File: src/rtl/cypher_pkg.sv
// Shared types and widths for the cypher entry controller.
// The CYPHER_TIMEOUT_EN build option is handled in cypher_ctrl.
package cypher_pkg;

   typedef enum logic [2:0] {
      ST_IDLE    = 3'd0,
      ST_CLEAR   = 3'd1,
      ST_COLLECT = 3'd2,
      ST_CHECK   = 3'd3,
      ST_LOCKOUT = 3'd4
   } state_t;

   localparam int DIGIT_CNT_W = 3;
   localparam int TRIES_W     = 4;

   // The timer holds at most N-1, so $clog2(N) bits are enough
   function automatic int timer_width(input int lock_cycles, input int timeout_cycles);
      int longest;
      longest = (lock_cycles > timeout_cycles) ? lock_cycles : timeout_cycles;
      return (longest < 2) ? 1 : $clog2(longest);
   endfunction

   localparam int TIMER_W = timer_width(1000, 5000);

endpackage

File: src/rtl/cypher_ctrl_if.sv
// Handshake bundle between the entry controller and its surroundings
// (keypad strobes in, datapath controls and status out).
interface cypher_ctrl_if;
   import cypher_pkg::*;

   logic                   start;
   logic                   digit_valid;
   logic                   stop;
   logic                   sl_res;
   logic                   sl_op;
   logic                   busy;
   logic                   match;
   logic                   fail;
   logic                   lockout;
   logic [DIGIT_CNT_W-1:0] digit_cnt;
   logic [TRIES_W-1:0]     tries;

   modport master (
      output start, digit_valid, stop,
      input  sl_res, sl_op, busy, match, fail, lockout, digit_cnt, tries
   );

   modport slave (
      input  start, digit_valid, stop,
      output sl_res, sl_op, busy, match, fail, lockout, digit_cnt, tries
   );

endinterface

File: src/rtl/cypher_timer.sv
// Loadable down-counter that parks at zero; shared by the lockout period
// and the inter-digit timeout.
module cypher_timer
   import cypher_pkg::*;
#(
   parameter int W = TIMER_W
) (
   input  logic         clock,
   input  logic         reset,
   input  logic         load,
   input  logic [W-1:0] value,
   output logic         zero
);

   logic [W-1:0] count_reg;

   always_ff @(posedge clock) begin
      if (reset) begin
         count_reg <= '0;
      end else if (load) begin
         count_reg <= value;
      end else if (count_reg != '0) begin
         count_reg <= count_reg - W'(1);
      end
   end

   assign zero = (count_reg == '0);

endmodule

File: src/rtl/cypher_ctrl.sv
// Entry-attempt sequencer in front of the cypher datapath, with failure count and lockout.
// Define CYPHER_TIMEOUT_EN to abort an attempt after TIMEOUT_CYCLES idle cycles between digits.
module cypher_ctrl
   import cypher_pkg::*;
#(
   parameter int DIGITS         = 4,
   parameter int MAX_TRIES      = 3,
   parameter int LOCK_CYCLES    = 1000,
   parameter int TIMEOUT_CYCLES = 5000
) (
   input logic          clock,
   input logic          reset,
   cypher_ctrl_if.slave bus
);

   localparam int TW = timer_width(LOCK_CYCLES, TIMEOUT_CYCLES);
   localparam logic [TW-1:0]          LOCK_LOAD  = TW'(LOCK_CYCLES - 1);
   localparam logic [DIGIT_CNT_W-1:0] LAST_DIGIT = DIGIT_CNT_W'(DIGITS - 1);
   localparam logic [TRIES_W-1:0]     LAST_TRY   = TRIES_W'(MAX_TRIES - 1);

   state_t                 state_reg;
   logic                   match_reg;
   logic                   fail_reg;
   logic [DIGIT_CNT_W-1:0] digit_cnt_reg;
   logic [TRIES_W-1:0]     tries_reg;

   logic                   timer_load;
   logic [TW-1:0]          timer_value;
   logic                   timer_zero;
   logic                   timed_out;
   logic                   attempt_failed;

`ifdef CYPHER_TIMEOUT_EN
   localparam logic [TW-1:0] TIMEOUT_LOAD = TW'(TIMEOUT_CYCLES - 1);
   assign timed_out = (state_reg == ST_COLLECT) && !bus.digit_valid && timer_zero;
`else
   assign timed_out = 1'b0;
`endif

   // stop only matters in CHECK; a cleared register may match a zero cypher earlier
   assign attempt_failed = ((state_reg == ST_CHECK) && !bus.stop) || timed_out;

   always_comb begin
      timer_load  = 1'b0;
      timer_value = LOCK_LOAD;
`ifdef CYPHER_TIMEOUT_EN
      if ((state_reg == ST_CLEAR) || bus.sl_op) begin
         timer_load  = 1'b1;
         timer_value = TIMEOUT_LOAD;
      end
`endif
      if (attempt_failed && (tries_reg == LAST_TRY)) begin
         timer_load  = 1'b1;
         timer_value = LOCK_LOAD;
      end
   end

   cypher_timer #(.W(TW)) u_timer (
      .clock (clock),
      .reset (reset),
      .load  (timer_load),
      .value (timer_value),
      .zero  (timer_zero)
   );

   always_ff @(posedge clock) begin
      if (reset) begin
         state_reg     <= ST_IDLE;
         digit_cnt_reg <= '0;
         tries_reg     <= '0;
         match_reg     <= 1'b0;
         fail_reg      <= 1'b0;
      end else begin
         match_reg <= 1'b0;
         fail_reg  <= 1'b0;
         case (state_reg)
            ST_IDLE: begin
               if (bus.start) state_reg <= ST_CLEAR;
            end
            ST_CLEAR: begin
               digit_cnt_reg <= '0;
               state_reg     <= ST_COLLECT;
            end
            ST_COLLECT: begin
               if (bus.digit_valid) begin
                  digit_cnt_reg <= digit_cnt_reg + DIGIT_CNT_W'(1);
                  if (digit_cnt_reg == LAST_DIGIT) state_reg <= ST_CHECK;
               end
            end
            ST_CHECK: begin
               if (bus.stop) begin
                  match_reg <= 1'b1;
                  tries_reg <= '0;
                  state_reg <= ST_IDLE;
               end
            end
            ST_LOCKOUT: begin
               if (timer_zero) begin
                  tries_reg <= '0;
                  state_reg <= ST_IDLE;
               end
            end
            default: state_reg <= ST_IDLE;
         endcase
         // Mismatch and timeout share the same retry/lockout decision
         if (attempt_failed) begin
            fail_reg  <= 1'b1;
            tries_reg <= tries_reg + TRIES_W'(1);
            state_reg <= (tries_reg == LAST_TRY) ? ST_LOCKOUT : ST_IDLE;
         end
      end
   end

   assign bus.sl_res    = reset || (state_reg == ST_CLEAR);
   assign bus.sl_op     = bus.digit_valid && (state_reg == ST_COLLECT);
   assign bus.busy      = (state_reg == ST_CLEAR) || (state_reg == ST_COLLECT) ||
                          (state_reg == ST_CHECK);
   assign bus.lockout   = (state_reg == ST_LOCKOUT);
   assign bus.match     = match_reg;
   assign bus.fail      = fail_reg;
   assign bus.digit_cnt = digit_cnt_reg;
   assign bus.tries     = tries_reg;

endmodule

File: src/flat_wrapper.sv
// flat-port wrapper written by rule: the top's interface ports become plain ports
module cypher_ctrl_flat import cypher_pkg::*;
#(
   parameter int DIGITS         = 4,
   parameter int MAX_TRIES      = 3,
   parameter int LOCK_CYCLES    = 1000,
   parameter int TIMEOUT_CYCLES = 5000
)
  (clock, reset, bus_start, bus_digit_valid, bus_stop, bus_sl_res, bus_sl_op, bus_busy, bus_match, bus_fail, bus_lockout, bus_digit_cnt, bus_tries);
  cypher_ctrl_if bus_i ();
  input logic clock;
  input logic reset;
  input wire logic [$bits(bus_i.start)-1:0] bus_start;
  input wire logic [$bits(bus_i.digit_valid)-1:0] bus_digit_valid;
  input wire logic [$bits(bus_i.stop)-1:0] bus_stop;
  output wire logic [$bits(bus_i.sl_res)-1:0] bus_sl_res;
  output wire logic [$bits(bus_i.sl_op)-1:0] bus_sl_op;
  output wire logic [$bits(bus_i.busy)-1:0] bus_busy;
  output wire logic [$bits(bus_i.match)-1:0] bus_match;
  output wire logic [$bits(bus_i.fail)-1:0] bus_fail;
  output wire logic [$bits(bus_i.lockout)-1:0] bus_lockout;
  output wire logic [$bits(bus_i.digit_cnt)-1:0] bus_digit_cnt;
  output wire logic [$bits(bus_i.tries)-1:0] bus_tries;
  assign bus_i.start = bus_start;
  assign bus_i.digit_valid = bus_digit_valid;
  assign bus_i.stop = bus_stop;
  assign bus_sl_res = bus_i.sl_res;
  assign bus_sl_op = bus_i.sl_op;
  assign bus_busy = bus_i.busy;
  assign bus_match = bus_i.match;
  assign bus_fail = bus_i.fail;
  assign bus_lockout = bus_i.lockout;
  assign bus_digit_cnt = bus_i.digit_cnt;
  assign bus_tries = bus_i.tries;
  cypher_ctrl #(.DIGITS(DIGITS), .MAX_TRIES(MAX_TRIES), .LOCK_CYCLES(LOCK_CYCLES), .TIMEOUT_CYCLES(TIMEOUT_CYCLES)) u_core (.clock(clock), .reset(reset), .bus(bus_i));
endmodule
File: config.mk
export PLATFORM = sky130hd
export DESIGN_NAME = cypher_ctrl_flat
export DESIGN_NICKNAME = d
export VERILOG_FILES = /design/src/rtl/cypher_pkg.sv /design/src/rtl/cypher_ctrl_if.sv /design/src/rtl/cypher_timer.sv /design/src/rtl/cypher_ctrl.sv /design/src/flat_wrapper.sv
export SDC_FILE = /design/constraint.sdc
export NUM_CORES = 1
export LEC_CHECK = 0
export BUFFER_PORTS_ARGS = -buffer_cell sky130_fd_sc_hd__buf_4
export CAP_MARGIN = 40
export CORE_MARGIN = 8
export CORE_UTILIZATION = 55
export CTS_CLUSTER_SIZE = 8
export DETAILED_ROUTE_END_ITERATION = 8
export GPL_ROUTABILITY_DRIVEN = 0
export PLACE_DENSITY = 0.87
export SETUP_SLACK_MARGIN = 0.3
export SYNTH_ARGS = -nofsm -noshare
export SYNTH_HDL_FRONTEND = slang
export SYNTH_SLANG_ARGS = --single-unit
File: constraint.sdc
create_clock -name clock -period 4.1 [get_ports clock]
set_clock_uncertainty 0.05 [all_clocks]
set_input_delay 0.615 -clock clock [delete_from_list [all_inputs] [get_ports clock]]
set_output_delay 0.615 -clock clock [all_outputs]
set_load 0.005 [all_outputs]
==> results.py, run 1 <==
metrics = {
    "floorplanning": {
        "die_x_microns": 64.1,
        "fp.coreArea_sq_um": 2190,
        "num_io_pins": 18,
        "die_area_sq_um": 4100,
        "rows": 17,
        "die_h_microns": 64.1,
        "initial_core_util": 0.580,
    },
    "final_layout": {
        "syn2layout_area_growth_pct": 12.8,
        "drive_above_1_share": 0.171,
        "ff_latch_area_sq_um": 500,
        "fill_cells": 188,
        "n_antenna_cell": 0,
        "most-common-layout-cells": "25 x dfxtp_1, 17 x buf_4, 13 x nor2_1",
        "largest_reg_flops": 13,
        "multi_input_area_sq_um": 712,
        "fin_nets": 176,
        "final_cells": 192,
        "final_common_cell": "dfxtp_1",
        "finish.instance_area_sq_um": 1430,
        "fin_util": 0.654,
    },
    "clock_tree": {
        "numCtsBuffers": 3,
        "ctsResizeCount": 0,
        "clk_latency_ns": 0.32,
        "clock-sinks": 25,
        "cts_tree": "built",
        "cts-hold-fix-buffers": 0,
        "htreeDepth": 1,
        "cts_setup_buffers": 0,
        "path_clk_slew_ns": 0.14,
        "cts_buffer_depth": 2,
        "cts_root_buf": "clkbuf_4",
    },
    "logic_synthesis": {
        "synth_fp_nets": 161,
        "synth.avg_cell_area_sq_um": 8.47,
        "yosysWarnings": 0,
        "synth_edf_count": 0,
        "ys_seq_area_frac": 0.394,
        "synth.largest_area_cell": "dfxtp_1",
        "netlist_area_sq_um": 1270,
        "ys_ff_latch": 25,
        "syn_inst": 150,
        "synth_flop_cell": "dfxtp_1",
        "netlist_top_cells_area": "dfxtp_1 39%, ha_1 5.9%, a31oi_1 3.9%",
        "synth_top_area_frac": 0.394,
        "synth_cell_types": 39,
        "async_flop_share": 0,
    },
    "timing": {
        "worst_slew_pin_slew_ns": 0.685,
        "fin_crit_sh": 0.521,
        "fin_crit_ns": 2.14,
        "setup_viol": 0,
        "timing.final.hold_violations": 0,
        "rsz0062_at_grt": "no",
        "report.final.slew_viol_count": 0,
        "slew_headroom": 0.539,
        "fmax_mhz": 468,
        "fin_ws_ns": 1.96,
        "timing.setup.tns_ns": 0,
    },
    "worst_setup_path": {
        "end_kind": "flop",
        "critical_path_required_ns": 4.28,
        "path_class": "reg -> reg",
        "worst-endpoint-arrival_ns": 2.32,
        "start_kind": "flop",
        "crit_fanout": 11,
    },
    "grt": {
        "grt_max_degree": 19,
        "grt_antenna_before_repair": 0,
        "grt_pass1_vias": 1056,
        "grt_overflow": 0,
        "grt_pass1_wl_mm": 4.60,
        "track_usage": 0.133,
    },
    "detailed_routing": {
        "first_pass_iters": 4,
        "drc_errors": 0,
        "wl_per_cell_microns": 14.0,
        "first_iter_violations": 49,
        "routed_wirelength_mm": 2.68,
        "route.vias.total": 1147,
        "postRouteAntennaNets": 0,
        "avgViaCountPerCell": 5.97,
    },
    "min_path": {
        "hold_class": "reg -> reg",
    },
    "pwr": {
        "p_leak_uw": 0.000595,
        "ir_worst_vdd_v": 0.000471,
        "p_per_area_nw_per_um2": 630,
    },
    "outcome": {
        "run_status": "complete, no violations",
    },
    "placed_design": {
        "port_buffers": 17,
        "dp_cells": 188,
        "hpwl_mm": 2.03,
        "post-place-ws_ns": 1.85,
        "postPlaceCellArea_sq_um": 1410,
    },
    "job": {
        "max_cap_viol_count": 0,
    },
}
==> routing by layer <==
layer,vias up,part of all wire,global-route usage
met5,-,0,0
met4,0,0.0063,0.0418
met3,4,0.043,0.0296
met2,22,0.50,0.227
met1,545,0.45,0.161
li1,576,-,-
==> cell usage after synthesis, types with 2 or more instances <==
library cell	instances
dfxtp_1	25
nor2_1	13
o21ai_0	10
a31oi_1	8
inv_1	8
a21oi_1	7
ha_1	6
nand2_1	6
clkbuf_1	5
or2_2	5
or3_1	5
nand2b_1	4
a22oi_1	3
and2_1	3
and3_1	3
nand3_1	3
nand3b_1	3
nor3b_1	3
o31ai_1	3
or4_1	3
mux2i_1	2
nand4_1	2
nor2b_1	2
nor3_1	2
xnor2_1	2
==> power breakdown <==
group	internal [uW]	switching, uW	total [uW]
sequential	303	67.9	371
clock	36.5	72.5	109
combinational	196	226	422
==> area by class of cell <==
type,count,area share
Timing Repair Buffer,17,0.0891
Clock buffer,3,0.0157
Tap cell,28,0.0245
Multi-Input combinational cell,110,0.497
Inverter,8,0.0210
Clock inverter,1,0.00349
Sequential cell,25,0.349
==> cells by family (layout without fill, tap and decap cells) <==
logic type      Yosys count  after routing  synth area share
compound gates           36             36             0.176
xor+xnor                  2              2            0.0138
fa+ha+maj                 6              6            0.0591
buf+inv                  15             29            0.0453
flops                    25             25             0.394
mux                       2              2            0.0158
simple gates             64             64             0.296
==> path summary, 6_finish.rpt <==
path,startpoint,to,slack (ns),cells after the start
worst max-delay path,u_core.state_reg[0]$_SDFFE_PP0P_,u_core.u_timer.count_reg[1]$_SDFFE_PP0P_,1.96,4
worst min-delay path,u_core.u_timer.count_reg[11]$_SDFFE_PP0P_,u_core.u_timer.count_reg[11]$_SDFFE_PP0P_,0.46,2
worst max register to register,u_core.state_reg[0]$_SDFFE_PP0P_,u_core.u_timer.count_reg[1]$_SDFFE_PP0P_,1.96,4
worst min register to register,u_core.u_timer.count_reg[11]$_SDFFE_PP0P_,u_core.u_timer.count_reg[11]$_SDFFE_PP0P_,0.46,2
==> through the flow <==
step / power (uW) / hold WS [ns]
floorplan: 696 / 0.403
global placement: 763 / 0.414
detailed placement: 787 / 0.433
CTS: 897 / 0.452
global route: 977 / 0.491
finish: 902 / 0.456
==> critical path: stages (launching register included) <==
cell and delay (ns):
dfxtp_1 0.53, nor4bb_1 0.48, nand3_1 0.40, and3_1 0.32, a311oi_1 0.27
Note: power is estimated with default switching activity, not from simulation.
==> run 2: changes to the inputs <==
==> constraint.sdc (replaced) <==
create_clock -name clock -period 2 [get_ports clock]
set_clock_uncertainty 0.05 [all_clocks]
set_input_delay 0.3 -clock clock [delete_from_list [all_inputs] [get_ports clock]]
set_output_delay 0.3 -clock clock [all_outputs]
set_load 0.005 [all_outputs]
==> results.py, run 2 (synthesized netlist as in run 1, its figures left out) <==
metrics = {
    "outcome": {
        "run_status": "complete, no violations",
    },
    "worst_setup_path": {
        "worst-endpoint-arrival_ns": 2.17,
        "end_kind": "flop",
        "worstSetupStartpoint": "u_core.u_timer.count_reg[0]$_SDFFE_PP0P_",
        "crit_fanout": 7,
        "rr_worst_depth": 4,
        "regToRegEndpoint": "u_core.u_timer.count_reg[11]$_SDFFE_PP0P_",
        "rr_startpoint": "u_core.u_timer.count_reg[0]$_SDFFE_PP0P_",
        "r2r_slack_ns": 0.05,
        "start_kind": "flop",
        "path_class": "reg -> reg",
        "critical_path_required_ns": 2.22,
    },
    "clock_tree": {
        "cts_buffer_depth": 2,
        "numCtsBuffers": 3,
        "cts_tree": "built",
        "htreeDepth": 1,
        "clock-sinks": 25,
        "clk_latency_ns": 0.32,
        "cts-hold-fix-buffers": 0,
        "path_clk_slew_ns": 0.14,
        "cts_root_buf": "clkbuf_4",
    },
    "final_layout": {
        "fin_util": 0.737,
        "fill_cells": 159,
        "finish.instance_area_sq_um": 1620,
        "ff_latch_area_sq_um": 510,
        "drive_above_1_share": 0.328,
        "final_common_cell": "buf_4",
        "n_antenna_cell": 0,
        "fin_nets": 189,
        "syn2layout_area_growth_pct": 27.2,
        "multi_input_area_sq_um": 771,
        "most-common-layout-cells": "28 x buf_4, 17 x dfxtp_1, 12 x nor2_1",
        "largest_reg_flops": 13,
    },
    "timing": {
        "timing.final.hold_violations": 0,
        "setup_viol": 0,
        "timing.setup.tns_ns": 0,
        "worst_slew_pin_slew_ns": 0.357,
        "rsz0062_at_grt": "yes",
        "fin_crit_ns": 1.95,
        "report.final.slew_viol_count": 0,
        "fin_crit_sh": 0.974,
        "fmax_mhz": 513,
        "slew_headroom": 0.761,
    },
    "floorplanning": {
        "rows": 17,
        "fp.coreArea_sq_um": 2190,
        "die_h_microns": 64.1,
        "initial_core_util": 0.580,
        "num_io_pins": 18,
        "die_area_sq_um": 4100,
        "die_x_microns": 64.1,
    },
    "min_path": {
        "worst_hold_startpoint": "bus_stop",
        "whs_endpoint": "u_core.bus.match$_SDFF_PP0_",
        "hold_class": "in -> reg",
        "holdPathStages": 2,
    },
    "detailed_routing": {
        "drc_errors": 0,
        "first_iter_violations": 99,
        "route.vias.total": 1271,
        "wl_per_cell_microns": 16.9,
        "postRouteAntennaNets": 0,
        "avgViaCountPerCell": 6.20,
        "first_pass_iters": 4,
        "routed_wirelength_mm": 3.46,
    },
    "grt": {
        "grt_pass1_wl_mm": 5.18,
        "grt_util_met3": 0.0348,
        "track_usage": 0.154,
        "gr-usage-met2": 0.285,
        "met1_usage": 0.159,
        "grt_pass1_vias": 1196,
        "grt_busiest_layer": "met2",
        "grt_overflow": 0,
        "grt_antenna_before_repair": 0,
        "grt_max_degree": 19,
    },
    "placed_design": {
        "port_buffers": 17,
        "postPlaceCellArea_sq_um": 1450,
        "hpwl_mm": 2.25,
    },
    "pwr": {
        "p_total_uw": 2270,
        "ir_worst_vdd_v": 0.000698,
        "p_leak_uw": 0.000677,
        "p_per_area_nw_per_um2": 1410,
    },
    "job": {
        "max_cap_viol_count": 0,
    },
}
[run 2: critical path, cell delays in order (launching register included)]
cell and delay (ns):
dfxtp_2 0.37, or4_4 0.53, a311o_1 0.36, or4_1 0.44, a21oi_1 0.13
[run 2: where the power goes]
part	total [uW]	leakage [uW]	switching [uW]	internal, uW
registers	792	0.000207	160	633
logic	1250	0.000452	571	678
clock network	230	0.0000177	155	75.0
total	2270	0.000677	886	1390
[run 2: how the worst max path moves through the flow]
stage,to,slack (ns),depth (start not counted)
after global routing,u_core.u_timer.count_reg[11]$_SDFFE_PP0P_,0.05,4
final,u_core.u_timer.count_reg[11]$_SDFFE_PP0P_,0.05,4
after detailed placement,u_core.u_timer.count_reg[11]$_SDFFE_PP0P_,0.12,4
after CTS,u_core.u_timer.count_reg[11]$_SDFFE_PP0P_,0.10,4
after floorplan,u_core.u_timer.count_reg[11]$_SDFFE_PP0P_,0.21,4
after global placement,u_core.u_timer.count_reg[11]$_SDFFE_PP0P_,0.16,4
[run 2: through the flow]
step           hold WS (ns)  worst slack, ns  cells
6_report              0.214           0.0522    205
5_1_grt               0.200           0.0458    205
4_1_cts               0.191            0.102    204
3_5_place_dp          0.430            0.123    192
3_3_place_gp          0.427            0.163    192
2_1_floorplan         0.408            0.207    150
[run 2: what timing repair did]
item / CTS / global route
gates resized for setup: 12 / 8
setup endpoints to repair: 17 / 18
pin swaps: 5 / 3
setup buffers: 8 / 1
[run 2: layer usage]
| layer | wire length, microns | part of all wire |
|---|---|---|
| met5 | 0 | 0 |
| met4 | 127 | 0.037 |
| met3 | 178 | 0.051 |
| met2 | 1780 | 0.51 |
| met1 | 1380 | 0.40 |
[run 2: area by class of cell]
cell class / count / share of cell area
flip-flops and latches: 25 / 0.316
repair buffers: 30 / 0.149
clock buffers: 3 / 0.0139
inverters: 8 / 0.0186
clock inverters: 1 / 0.00310
well taps: 28 / 0.0217
multi-input cells: 110 / 0.477
==> run 3: changes to the inputs <==
==> constraint.sdc (replaced) <==
create_clock -name clock -period 1.9 [get_ports clock]
set_clock_uncertainty 0.05 [all_clocks]
set_input_delay 0.285 -clock clock [delete_from_list [all_inputs] [get_ports clock]]
set_output_delay 0.285 -clock clock [all_outputs]
set_load 0.005 [all_outputs]
==> results.py, run 3 (synthesized netlist as in run 1, its figures left out) <==
metrics = {
    "floorplanning": {
        "fp.coreArea_sq_um": 2190,
        "die_area_sq_um": 4100,
        "initial_core_util": 0.580,
        "num_io_pins": 18,
        "rows": 17,
        "die_h_microns": 64.1,
        "die_x_microns": 64.1,
    },
    "clock_tree": {
        "cts_tree": "built",
        "clock-sinks": 25,
        "htreeDepth": 1,
        "cts-hold-fix-buffers": 0,
        "cts_buffer_depth": 2,
        "clk_latency_ns": 0.32,
        "cts_root_buf": "clkbuf_4",
        "path_clk_slew_ns": 0.14,
        "numCtsBuffers": 3,
    },
    "worst_setup_path": {
        "end_kind": "flop",
        "worst-endpoint-arrival_ns": 2.17,
        "start_kind": "flop",
        "crit_fanout": 6,
        "path_class": "reg -> reg",
        "critical_path_required_ns": 2.10,
    },
    "pwr": {
        "p_leak_uw": 0.000718,
        "p_per_area_nw_per_um2": 1490,
        "p_total_uw": 2570,
        "ir_worst_vdd_v": 0.00102,
    },
    "job": {
        "max_cap_viol_count": 0,
    },
    "placed_design": {
        "port_buffers": 17,
        "hpwl_mm": 2.05,
        "post-place-ws_ns": 0.0323,
        "postPlaceCellArea_sq_um": 1470,
        "dp_cells": 194,
    },
    "final_layout": {
        "largest_reg_flops": 13,
        "drive_above_1_share": 0.379,
        "most-common-layout-cells": "31 x buf_4, 18 x dfxtp_1, 11 x nor2_1",
        "n_antenna_cell": 0,
        "final_cells": 210,
        "ff_latch_area_sq_um": 514,
        "final_common_cell": "buf_4",
        "fill_cells": 145,
        "finish.instance_area_sq_um": 1720,
        "multi_input_area_sq_um": 831,
        "syn2layout_area_growth_pct": 35.8,
        "fin_nets": 194,
    },
    "detailed_routing": {
        "route.vias.total": 1250,
        "first_iter_violations": 35,
        "drc_errors": 0,
        "postRouteAntennaNets": 0,
        "routed_wirelength_mm": 3.21,
        "first_pass_iters": 4,
        "avgViaCountPerCell": 5.95,
        "wl_per_cell_microns": 15.3,
    },
    "timing": {
        "timing.final.hold_violations": 0,
        "timing.setup.tns_ns": -0.0653,
        "worst_slew_pin_slew_ns": 0.339,
        "slew_headroom": 0.772,
        "fin_crit_ns": 1.97,
        "fin_crit_sh": 1.03,
        "report.final.slew_viol_count": 0,
        "fmax_mhz": 509,
        "rsz0062_at_grt": "yes",
        "setup_viol": 1,
        "fin_ws_ns": -0.0653,
    },
    "grt": {
        "grt_max_degree": 19,
        "grt_pass1_wl_mm": 5.02,
        "grt_pass1_vias": 1195,
        "track_usage": 0.149,
        "grt_overflow": 0,
        "grt_antenna_before_repair": 0,
    },
    "min_path": {
        "hold_class": "in -> reg",
    },
    "outcome": {
        "run_status": "finished, violations left",
        "violations": "setup timing",
    },
}
## run 3: path summary, 6_finish.rpt
| path | to | cells past startpoint | start | slack [ns] |
|---|---|---|---|---|
| max | u_core.u_timer.count_reg[11]$_SDFFE_PP0P_ | 4 | u_core.u_timer.count_reg[0]$_SDFFE_PP0P_ | -0.07 |
| min | u_core.bus.match$_SDFF_PP0_ | 2 | bus_stop | 0.20 |
| max reg2reg | u_core.u_timer.count_reg[11]$_SDFFE_PP0P_ | 4 | u_core.u_timer.count_reg[0]$_SDFFE_PP0P_ | -0.07 |
| min reg2reg | u_core.u_timer.count_reg[4]$_SDFFE_PP0P_ | 2 | u_core.u_timer.count_reg[4]$_SDFFE_PP0P_ | 0.46 |
## run 3: repair_timing
| action | in CTS | in global routing |
|---|---|---|
| pin swaps | 8 | 3 |
| gates cloned | 0 | 0 |
| setup endpoints to repair | 18 | 23 |
| setup buffers | 11 | 1 |
| resized for setup | 20 | 15 |
## run 3: cell type report
class,instances,share of cell area
clock inverter,1,0.00290
clock buffer,3,0.0131
multi-input combinational,110,0.482
timing repair buffer,35,0.166
inverter,8,0.0174
sequential,25,0.298
tap,28,0.0203
## run 3: worst max-delay path, cell delays in order (launching register included)
cell     delay, ns
dfxtp_2       0.36
or4_4         0.54
a311o_1       0.36
or4_1         0.44
a21oi_1       0.16
## run 3: power by group
group          leakage (uW)  total [uW]  internal (uW)  switching (uW)
clock network     0.0000177         242           78.9             163
registers          0.000207         800            671             130
logic              0.000493        1520            843             682
total              0.000718        2570           1590             974
## run 3: metal layers
layer,share of wire,vias up,GRT usage
li1,-,611,-
met1,0.41,597,0.144
met2,0.53,34,0.279
met3,0.032,8,0.0296
met4,0.026,0,0.0975
met5,0,-,0
## run 3: metrics by stage
stage,util,hold slack (ns)
3_3_place_gp,0.670,0.427
3_5_place_dp,0.670,0.430
5_1_grt,0.787,0.198
4_1_cts,0.756,0.176
2_1_floorplan,-,0.399
6_report,0.787,0.199
